<file path="config.mk">
export PLATFORM = sky130hd
export DESIGN_NAME = paralelo_serial_pcie_flat
export DESIGN_NICKNAME = d
export VERILOG_FILES = /design/src/rtl/paralelo_serial_pcie_pkg.sv /design/src/rtl/paralelo_serial_pcie_if.sv /design/src/rtl/fifo_sync_pcie.sv /design/src/rtl/paralelo_serial_pcie.sv /design/src/flat_wrapper.sv
export SDC_FILE = /design/constraint.sdc
export NUM_CORES = 1
export LEC_CHECK = 0
export ABC_AREA = 1
export CORE_MARGIN = 4
export CORE_UTILIZATION = 40
export DETAILED_ROUTE_END_ITERATION = 12
export GPL_ROUTABILITY_DRIVEN = 0
export HOLD_SLACK_MARGIN = 0.05
export PLACE_DENSITY = 0.67
export SLEW_MARGIN = 0
export SYNTH_ARGS = -nofsm -noshare
export SYNTH_HDL_FRONTEND = slang
export SYNTH_HIERARCHICAL = 1
export SYNTH_SLANG_ARGS = --single-unit
export TNS_END_PERCENT = 50
</file>
<file path="constraint.sdc">
create_clock -name CLK -period 2.5 [get_ports CLK]
set_clock_uncertainty 0.1 [all_clocks]
set_input_delay 0.5 -clock CLK [delete_from_list [all_inputs] [get_ports CLK]]
set_output_delay 0.5 -clock CLK [all_outputs]
set_load 0.05 [all_outputs]
</file>
<file path="src/rtl/paralelo_serial_pcie_pkg.sv">
// rtl/paralelo_serial_pcie_pkg.sv - shared symbol constants and link state encoding for the pcie serial path
package paralelo_serial_pcie_pkg;

    localparam logic [7:0] K28_5_SYM = 8'hBC;

    typedef enum logic {
        SYNC = 1'b0,
        RUN  = 1'b1
    } link_state_t;

endpackage

</file>
<file path="src/rtl/paralelo_serial_pcie_if.sv">
// rtl/paralelo_serial_pcie_if.sv - parallel byte stream from the pcie data path into the serializer
interface paralelo_serial_pcie_if #(
    parameter int DATA_W = 8
);
    logic [DATA_W-1:0] DATA_IN;
    logic              VALID_IN;
    logic              READY_OUT;

    modport master (output DATA_IN, output VALID_IN, input READY_OUT);
    modport slave  (input DATA_IN, input VALID_IN, output READY_OUT);
endinterface

</file>
<file path="src/rtl/fifo_sync_pcie.sv">
// rtl/fifo_sync_pcie.sv - small synchronous FIFO shared by the pcie transmit and receive sides
module fifo_sync_pcie #(
    parameter int DATA_W = 8,
    parameter int DEPTH  = 4
) (
    input  logic                       CLK,
    input  logic                       reset,
    input  logic                       push,
    input  logic [DATA_W-1:0]          wdata,
    input  logic                       pop,
    output logic [DATA_W-1:0]          rdata,
    output logic                       full,
    output logic                       empty,
    output logic [$clog2(DEPTH+1)-1:0] count
);
    localparam int PTR_W = $clog2(DEPTH);
    localparam int CNT_W = $clog2(DEPTH + 1);

    logic [DATA_W-1:0] mem [DEPTH];
    logic [PTR_W-1:0]  wr_ptr;
    logic [PTR_W-1:0]  rd_ptr;
    logic              do_push;
    logic              do_pop;

    assign full    = (count == CNT_W'(DEPTH));
    assign empty   = (count == '0);
    assign do_push = push && !full;
    assign do_pop  = pop && !empty;
    assign rdata   = mem[rd_ptr];

    always_ff @(posedge CLK) begin
        if (do_push) begin
            mem[wr_ptr] <= wdata;
        end
    end

    // Power-of-two depth lets the pointers wrap by plain overflow.
    always_ff @(posedge CLK or negedge reset) begin
        if (!reset) begin
            wr_ptr <= '0;
            rd_ptr <= '0;
            count  <= '0;
        end else begin
            if (do_push) wr_ptr <= wr_ptr + 1'b1;
            if (do_pop)  rd_ptr <= rd_ptr + 1'b1;
            case ({do_push, do_pop})
                2'b10:   count <= count + 1'b1;
                2'b01:   count <= count - 1'b1;
                default: count <= count;
            endcase
        end
    end
endmodule

</file>
<file path="src/rtl/paralelo_serial_pcie.sv">
// rtl/paralelo_serial_pcie.sv - buffered MSB-first serializer with idle fill and post-reset sync preamble
module paralelo_serial_pcie
    import paralelo_serial_pcie_pkg::*;
#(
    parameter int               DATA_W     = 8,
    parameter logic [DATA_W-1:0] IDLE_SYM  = DATA_W'(K28_5_SYM),
    parameter int               FIFO_DEPTH = 4,
    parameter int               SYNC_SYMS  = 4
) (
    input  logic                  CLK,
    input  logic                  reset,
    paralelo_serial_pcie_if.slave bus,
    output logic                  SERIAL_OUT,
    output logic                  SYM_START,
    output logic                  SYM_VALID,
    output logic                  LINK_UP,
    output logic                  OVERFLOW
);
    localparam int BIT_W  = (DATA_W > 1) ? $clog2(DATA_W) : 1;
    localparam int SYNC_W = $clog2(SYNC_SYMS + 1);

    link_state_t       state_q, state_d;
    logic [SYNC_W-1:0] sync_cnt_q, sync_cnt_d;
    logic [BIT_W-1:0]  bit_cnt;
    logic [DATA_W-1:0] shreg;
    logic [DATA_W-1:0] head;
    logic [DATA_W-1:0] sym;
    logic              full, empty;
    logic              load, push, drop, pop;

    assign load          = (bit_cnt == BIT_W'(DATA_W - 1));
    assign push          = bus.VALID_IN && !full;
    assign drop          = bus.VALID_IN && full;
    assign pop           = load && (state_q == RUN) && !empty;
    assign sym           = pop ? head : IDLE_SYM;
    assign bus.READY_OUT = !full;

    fifo_sync_pcie #(
        .DATA_W (DATA_W),
        .DEPTH  (FIFO_DEPTH)
    ) u_fifo (
        .CLK   (CLK),
        .reset (reset),
        .push  (push),
        .wdata (bus.DATA_IN),
        .pop   (pop),
        .rdata (head),
        .full  (full),
        .empty (empty),
        .count ()
    );

    always_ff @(posedge CLK or negedge reset) begin
        if (!reset) begin
            state_q    <= SYNC;
            sync_cnt_q <= '0;
        end else begin
            state_q    <= state_d;
            sync_cnt_q <= sync_cnt_d;
        end
    end

    // The last preamble symbol is still idle; RUN only affects the following load.
    always_comb begin
        state_d    = state_q;
        sync_cnt_d = sync_cnt_q;
        if (load && state_q == SYNC) begin
            sync_cnt_d = sync_cnt_q + 1'b1;
            if (sync_cnt_q == SYNC_W'(SYNC_SYMS - 1)) begin
                state_d = RUN;
            end
        end
    end

    always_ff @(posedge CLK or negedge reset) begin
        if (!reset) begin
            SERIAL_OUT <= 1'b0;
            SYM_START  <= 1'b0;
            SYM_VALID  <= 1'b0;
            LINK_UP    <= 1'b0;
            OVERFLOW   <= 1'b0;
            shreg      <= '0;
            bit_cnt    <= BIT_W'(DATA_W - 1);
        end else begin
            LINK_UP <= (state_d == RUN);
            if (drop) begin
                OVERFLOW <= 1'b1;
            end
            if (load) begin
                SERIAL_OUT <= sym[DATA_W-1];
                shreg      <= sym << 1;
                SYM_START  <= 1'b1;
                SYM_VALID  <= pop;
                bit_cnt    <= '0;
            end else begin
                SERIAL_OUT <= shreg[DATA_W-1];
                shreg      <= shreg << 1;
                SYM_START  <= 1'b0;
                bit_cnt    <= bit_cnt + 1'b1;
            end
        end
    end
endmodule

</file>
<file path="src/flat_wrapper.sv">
// flat-port wrapper written by rule: the top's interface ports become plain ports
module paralelo_serial_pcie_flat import paralelo_serial_pcie_pkg::*;
#(
    parameter int               DATA_W     = 8,
    parameter logic [DATA_W-1:0] IDLE_SYM  = DATA_W'(K28_5_SYM),
    parameter int               FIFO_DEPTH = 4,
    parameter int               SYNC_SYMS  = 4
)
  (CLK, reset, SERIAL_OUT, SYM_START, SYM_VALID, LINK_UP, OVERFLOW, bus_DATA_IN, bus_VALID_IN, bus_READY_OUT);
  paralelo_serial_pcie_if #(.DATA_W(DATA_W)) bus_i ();
  input  logic CLK;
  input  logic reset;
  output logic SERIAL_OUT;
  output logic SYM_START;
  output logic SYM_VALID;
  output logic LINK_UP;
  output logic OVERFLOW;
  input wire logic [$bits(bus_i.DATA_IN)-1:0] bus_DATA_IN;
  input wire logic [$bits(bus_i.VALID_IN)-1:0] bus_VALID_IN;
  output wire logic [$bits(bus_i.READY_OUT)-1:0] bus_READY_OUT;
  assign bus_i.DATA_IN = bus_DATA_IN;
  assign bus_i.VALID_IN = bus_VALID_IN;
  assign bus_READY_OUT = bus_i.READY_OUT;
  paralelo_serial_pcie #(.DATA_W(DATA_W), .IDLE_SYM(IDLE_SYM), .FIFO_DEPTH(FIFO_DEPTH), .SYNC_SYMS(SYNC_SYMS)) u_core (.CLK(CLK), .reset(reset), .bus(bus_i), .SERIAL_OUT(SERIAL_OUT), .SYM_START(SYM_START), .SYM_VALID(SYM_VALID), .LINK_UP(LINK_UP), .OVERFLOW(OVERFLOW));
endmodule
</file>
==> key figures, run 1 <==
Outcome
  • Outcome: finished, final reports clean

Timing
  • Min Tclk post-route: 2.25 ns
  • Fmax: 0.445 GHz
  • RSZ-0062 raised after global routing: false
  • Fin crit share: 89.9%
  • Fin. Hold Viols: 0
  • Worst-Margin Slew: 0.502 ns
  • # setup viols final: 0
  • Setup TNS: 0 ns
  • Rel. slew slack: 66.5%
  • Max Slew Vio Count: 0

Die
  • Full die area: 0.00752 mm²
  • Core area: 0.00596 mm²
  • Top Ports: 17
  • Starting Density: 41.6%
  • Die X: 86.7 µm
  • Placement Rows: 28
  • Die height: 86.7 µm

Logic synthesis
  • Unique masters post-synth: 27
  • Net count after synthesis: 243
  • Post-synthesis register bit count: 57
  • Syn Area/Cell: 11.2 µm²
  • Synth warnings: 6
  • Synth Cell Area: 0.00248 mm²
  • Synth Instances: 222
  • Part of the Yosys area used for sequential elements: 64.1%

CTS
  • Clock Latency Late Sink: 0.33 ns
  • Total CTS buffers: 9
  • Number of gates resized after CTS: 0
  • Root buffer cell: clkbuf_8
  • Cts hold-fix bufs: 0
  • Clock H-tree levels: 3
  • Clock Tree Buf Depth: 2
  • Clock sinks: 57
  • Post-CTS Setup Bufs: 0
  • CTS tree: done
  • Clock slew at reported path FFs: 0.07 ns

Power and ir drop
  • Psw: 1.08 mW
  • Leak: 1.36 nW
  • Switch share: 35.9%
  • Pint: 1.93 mW
  • Sequential group share of total power: 44.3%
  • Comb pwr share: 32.6%
  • Clock share of power: 23.1%
  • Worst VDD drop: 0.000416 V
  • PD cells: 1040 mW/mm²

GRT
  • Gr usage total: 12.7%
  • Global-route wire length before repair: 6.91 mm
  • Largest net degree at the start of global routing: 35
  • Total grt overflow: 0
  • Vias in the first global route: 1514
  • Initial antenna violation count: 0

Route
  • First-pass DRT Iterations: 4
  • Iter 0 DRT Violations: 98
  • Average wire per standard cell: 12.1 µm
  • Routed via count: 1502
  • DRT Wirelength: 4.01 mm
  • Vias per cell: 4.52
  • DR DRC count: 0
  • Antenna-violating nets left: 0

Place
  • Number of port buffers: 16
  • Final HPWL DP: 2.64 mm
  • Placed cell area: 0.00274 mm²

Critical path
  • Worst path required time: 2.63 ns
  • Crit Path Max Fanout: 3
  • Worst path max stage delay: 0.53 ns
  • CP max-delay cell: dfstp_2
  • Worst path bufs/invs: 2
  • Critical Path Source Type: flip-flop
  • Critical path class: reg -> reg
  • Crit end category: flip-flop
  • Cell family with most CP delay: adder cells
  • CP arrival: 2.38 ns
  • Crit-path most repeated cell: nand2_1
  • CP cell instances: ha_1 -> ha_1 -> nand2_2 -> nor2_8 -> nand2_1 -> inv_1 -> ha_1 -> inv_1 -> fa_2 -> nand2_1 -> nand3_1 -> nand2_1 -> nand2_1

Cells and area
  • Nets: 273
  • # diodes: 0
  • Area Growth Syn to Fin: 17.0%
  • Layout cells sized above 1: 12.8%
  • Finished Cell Area: 0.00290 mm²

Job
  • Max-cap viol count: 0

Hold path
  • Min-Delay Path Class: reg -> reg
-- through the flow --
stage          total power [mW]  hold WS, ns  util [%]  setup slack [ns]  instances
2_1_floorplan              2.08        0.104         -             0.212        222
3_3_place_gp               2.30        0.332      46.0             0.168        316
3_5_place_dp               2.34        0.347      46.0            0.0955        316
4_1_cts                    3.05        0.360      48.6            0.0476        332
5_1_grt                    3.23        0.401      48.7            0.0463        332
6_report                   3.00        0.359      48.7             0.252        332
-- synth_stat cells (all sizes together) --
library cell / count / area [µm²]
o21ai: 2 / 10.0
buf: 4 / 41.3
dfrtp: 22 / 551
o21bai: 1 / 7.51
xnor2: 2 / 25.0
dfstp: 3 / 78.8
edfxtp: 32 / 961
inv: 44 / 165
clkbuf: 1 / 13.8
o211ai: 16 / 120
nor2: 13 / 67.6
fa: 1 / 20.0
nand4: 1 / 6.26
clkinv: 1 / 3.75
nand3: 8 / 45.0
a21oi: 5 / 25.0
ha: 9 / 113
nand2: 57 / 226
-- power groups by stage --
stage,clock network (mW),registers (mW),logic [mW]
floorplan,0,1.41,0.670
global placement,0,1.34,0.962
detailed placement,0,1.35,0.996
CTS,0.717,1.33,1.00
global route,0.750,1.35,1.13
finish,0.693,1.33,0.980
-- worst min-delay path: cells and delay by family (launching register included) --
family | cells | cell delay [ns]
flip-flops | 1 | 0.32
AND/OR/NAND/NOR | 2 | 0.10
-- metal layers --
layer	global-route usage, %	part of all wire (%)	up-vias
li1	-	-	774
met1	15.0	44	679
met2	19.3	48	31
met3	3.42	4.2	18
met4	10.3	4.1	0
met5	0	0	-
-- layout by cell type (no fill, tap or decap), types with 2 or more instances in the layout --
cell and n:
nand2_1 54, inv_1 42, edfxtp_1 32, dfrtp_1 22
o211ai_1 16, clkdlybuf4s50_1 15, nor2_1 11, clkbuf_8 9
ha_1 9, buf_4 8, nand3_1 7, a21oi_1 5
clkbuf_1 3, dfstp_2 3, clkinv_2 2, clkinv_1 2
nand2_2 2, inv_2 2
-- cell type report --
cell class	instances	area, µm²
inverter	45	169
clock inverter	4	21.3
multi-input combinational	115	668
timing repair buffer	24	223
fill	568	3060
tap	75	93.8
clock buffer	12	135
sequential	57	1590
-- cells by family after synthesis --
group	Yosys count	share of synthesized area [%]
AND/OR/NAND/NOR	79	13.9
AO/OA/AOI/OAI	24	6.56
buffers and inverters	50	9.03
adder cells (fa/ha/maj)	10	5.35
XOR/XNOR	2	1.01
flip-flops	57	64.1
-- state kept, by name, indices dropped and copies added, names as in the netlist --
| signal | flops |
|---|---|
| u_core/bit_cnt | 3 |
| u_core/shreg | 7 |
| u_core/sync_cnt_q | 3 |
| u_core/u_fifo/rd_ptr | 2 |
| u_core/OVERFLOW | 1 |
| u_core/LINK_UP | 1 |
| u_core/SERIAL_OUT | 1 |
| u_core/SYM_START | 1 |
| u_core/u_fifo/count | 3 |
| u_core/SYM_VALID | 1 |
| u_core/u_fifo/wr_ptr | 2 |
| u_core/u_fifo/mem | 32 |
-- path summary, 6_finish.rpt --
path                                             startpoint                                  to  slack (ns)  cells after the start
min in group asynchronous                             reset         u_core/OVERFLOW$_DFFE_PN0P_        0.43                      2
worst max register to register  u_core/bit_cnt[0]$_DFF_PN1_  u_core/u_fifo/count[2]$_DFFE_PN0P_        0.25                     13
worst min register to register    u_core/shreg[6]$_DFF_PN0_           u_core/shreg[7]$_DFF_PN0_        0.36                      2
max in group asynchronous                             reset         u_core/bit_cnt[0]$_DFF_PN1_        1.57                      2
worst max-delay path            u_core/bit_cnt[0]$_DFF_PN1_  u_core/u_fifo/count[2]$_DFFE_PN0P_        0.25                     13
worst min-delay path              u_core/shreg[6]$_DFF_PN0_           u_core/shreg[7]$_DFF_PN0_        0.36                      2
Note: power is estimated with default switching activity, not from simulation.
==> run 2: changes to the inputs <==
Settings changed: CORE_ASPECT_RATIO set to 1.5.
==> run 2 against run 1 <==
Effect of this change:
- power decreased by 1.8%
- worst setup slack worse by 0.14 ns
- maximum frequency is 6.0% lower
- sequential power barely moved
- clock power shrank 2%
- core utilization rose by 0.075 points
- largest cell class unchanged
==> key figures, run 2 (synthesis results as in run 1) <==
Hold path
  • Min-Delay Path Class: reg -> reg
  • Min-delay src: u_core/shreg[1]$_DFF_PN0_

GRT
  • Vias in the first global route: 1502 (-0.79%)
  • Initial antenna violation count: 0 (unchanged)
  • Total grt overflow: 0 (unchanged)
  • Global-route wire length before repair: 6.58 mm (-4.8%)
  • Gr usage total: 11.8% (-0.94 points)
  • Largest net degree at the start of global routing: 35 (unchanged)

Critical path
  • RR Startpoint: u_core/bit_cnt[0]$_DFF_PN1_
  • Crit Path Max Fanout: 4 (+1)
  • Critical path class: reg -> out
  • CP max-delay cell: clkdlybuf4s50_1
  • Worst path bufs/invs: 4 (+2)
  • Crit end category: output pin
  • Cell family with most CP delay: buffers and inverters
  • Worst path max stage delay: 0.80 ns (+0.27 ns)
  • Crit-path most repeated cell: inv_1
  • Worst path required time: 1.90 ns (-0.73 ns)
  • Reg2Reg Setup Slack: 0.21 ns (-0.04 ns)
  • Critical Path Source Type: flip-flop
  • CP cell instances: inv_1 -> nand3_2 -> inv_1 -> inv_1 -> clkdlybuf4s50_1
  • CP arrival: 1.79 ns (-0.59 ns)
  • Worst Setup SP: u_core/u_fifo/count[0]$_DFFE_PN0P_

Die
  • Die X: 72.3 µm (-17%)
  • Core area: 0.00591 mm² (-0.71%)
  • Top Ports: 17 (unchanged)
  • Starting Density: 41.9% (+0.30 points)
  • Placement Rows: 34 (+21%)
  • Full die area: 0.00755 mm² (+0.34%)
  • Die height: 104 µm (+20%)

Outcome
  • Outcome: finished, final reports clean

Cells and area
  • Non-filler cells, final: 328 (-1.2%)
  • Fin util: 48.8% (+0.075 points)
  • Layout cells sized above 1: 12.1% (-0.73 points)
  • # diodes: 0 (unchanged)
  • Commonest non-fill, non-tap cell in the layout: nand2_1
  • Finished Cell Area: 0.00288 mm² (-0.56%)
  • Area of the multi-input gates: 666 µm² (-0.37%)
  • Nets: 272 (-0.37%)
  • Register area: 0.00159 mm² (unchanged)
  • Top Registers: u_core/u_fifo/mem (32), u_core/shreg (7)
  • Max reg flops: 32 (unchanged)
  • Area Growth Syn to Fin: 16.3%
  • Most frequent cells in the layout: nand2_1 (54), inv_1 (42), edfxtp_1 (32)
  • Fillers: 549 (-3.3%)
  • Most flop-heavy register: u_core/u_fifo/mem

Route
  • Routed via count: 1484 (-1.2%)
  • Highest metal used: met4
  • DR DRC count: 0 (unchanged)
  • Antenna-violating nets left: 0 (unchanged)
  • Post-Route M1 WL: 1.57 mm (-11%)
  • Met2 WL post-DR: 1.99 mm (+4.7%)
  • DRT Wirelength: 3.83 mm (-4.4%)
  • Iter 0 DRT Violations: 62 (-37%)
  • Average wire per standard cell: 11.7 µm (-3.3%)
  • Vias per cell: 4.52 (about the same)
  • First-pass DRT Iterations: 4 (unchanged)
  • Met3 WL post-DR: 159 µm (-5.9%)

CTS
  • Clock Tree Buf Depth: 2 (unchanged)
  • Cts hold-fix bufs: 0 (unchanged)
  • Clock Latency Late Sink: 0.32 ns (about the same)
  • Root buffer cell: clkbuf_8
  • CTS tree: done
  • Clock H-tree levels: 3 (unchanged)
  • Clock slew at reported path FFs: 0.06 ns (about the same)
  • Number of gates resized after CTS: 0 (unchanged)
  • Clock sinks: 57 (unchanged)
  • Post-CTS Setup Bufs: 0 (unchanged)
  • Total CTS buffers: 9 (unchanged)

Timing
  • RSZ-0062 raised after global routing: false
  • Max Slew Vio Count: 0 (unchanged)
  • Rel. slew slack: 65.6% (-0.88 points)
  • Min Tclk post-route: 2.39 ns (+0.145 ns)
  • Final Worst Setup Slack: 0.107 ns (-0.145 ns)
  • # setup viols final: 0 (unchanged)
  • Worst-Margin Slew: 0.514 ns (+0.0124 ns)
  • Fmax: 0.418 GHz (-6.0%)
  • Hold slack: 0.348 ns (-0.0118 ns)
  • Fin. Hold Viols: 0 (unchanged)
  • Setup TNS: 0 ns (unchanged)
  • Fin crit share: 95.7% (+5.8 points)

Place
  • Placed cell area: 0.00273 mm² (-0.41%)
  • Number of port buffers: 16 (unchanged)
  • Placed Cells: 312 (-1.3%)
  • Pre-CTS setup slack: 0.0975 ns (+0.00197 ns)
  • Final HPWL DP: 2.70 mm (+2.3%)

Power and ir drop
  • Worst VDD drop: 0.000421 V (+1.2%)
  • PD cells: 1020 mW/mm² (-1.2%)
  • Total Power: 2.95 mW (-1.8%)
  • Leak: 1.35 nW (-0.48%)

Job
  • Max-cap viol count: 0 (unchanged)
-- run 2: changes by cell type in the layout (fill, tap and decap cells not counted) --
cell / previous run / this run
buf_4: 8 / 7
fa_1: 0 / 1
dlymetal6s2s_1: 1 / 0
fa_2: 1 / 0
clkdlybuf4s50_1: 15 / 16
-- run 2: where the power goes --
group,switching [mW],leakage [nW],internal [mW]
clock,0.324,0.0778,0.353
combinational,0.602,0.691,0.320
sequential,0.113,0.581,1.24
total,1.04,1.35,1.91
-- run 2: layout make-up --
cell class	count	area share, %
inverter	45	5.86
multi-input combinational	115	23.1
sequential	57	55.1
timing repair buffer	23	7.38
clock inverter	4	0.738
tap	72	3.12
clock buffer	12	4.69
-- run 2: path summary, 6_finish.rpt --
kind / end / cells after the start
setup / recovery: bus_READY_OUT / 5
hold / removal: u_core/shreg[2]$_DFF_PN0_ / 2
setup reg to reg: u_core/u_fifo/count[2]$_DFFE_PN0P_ / 13
hold reg to reg: u_core/shreg[2]$_DFF_PN0_ / 2
max in group asynchronous: u_core/bit_cnt[2]$_DFF_PN1_ / 2
min in group asynchronous: u_core/u_fifo/wr_ptr[1]$_DFFE_PN0P_ / 2
-- run 2: tightest hold or removal path, delay by kind of cell, from the launching register on --
family,cells,cell delay [ns]
DFF,1,0.32
and+or+nand+nor,2,0.10
-- run 2: per-layer routing --
metal	GRT usage, %	up-vias
met4	7.26	0
met2	19.8	24
met1	12.2	682
li1	-	772
met5	0	-
met3	4.06	6
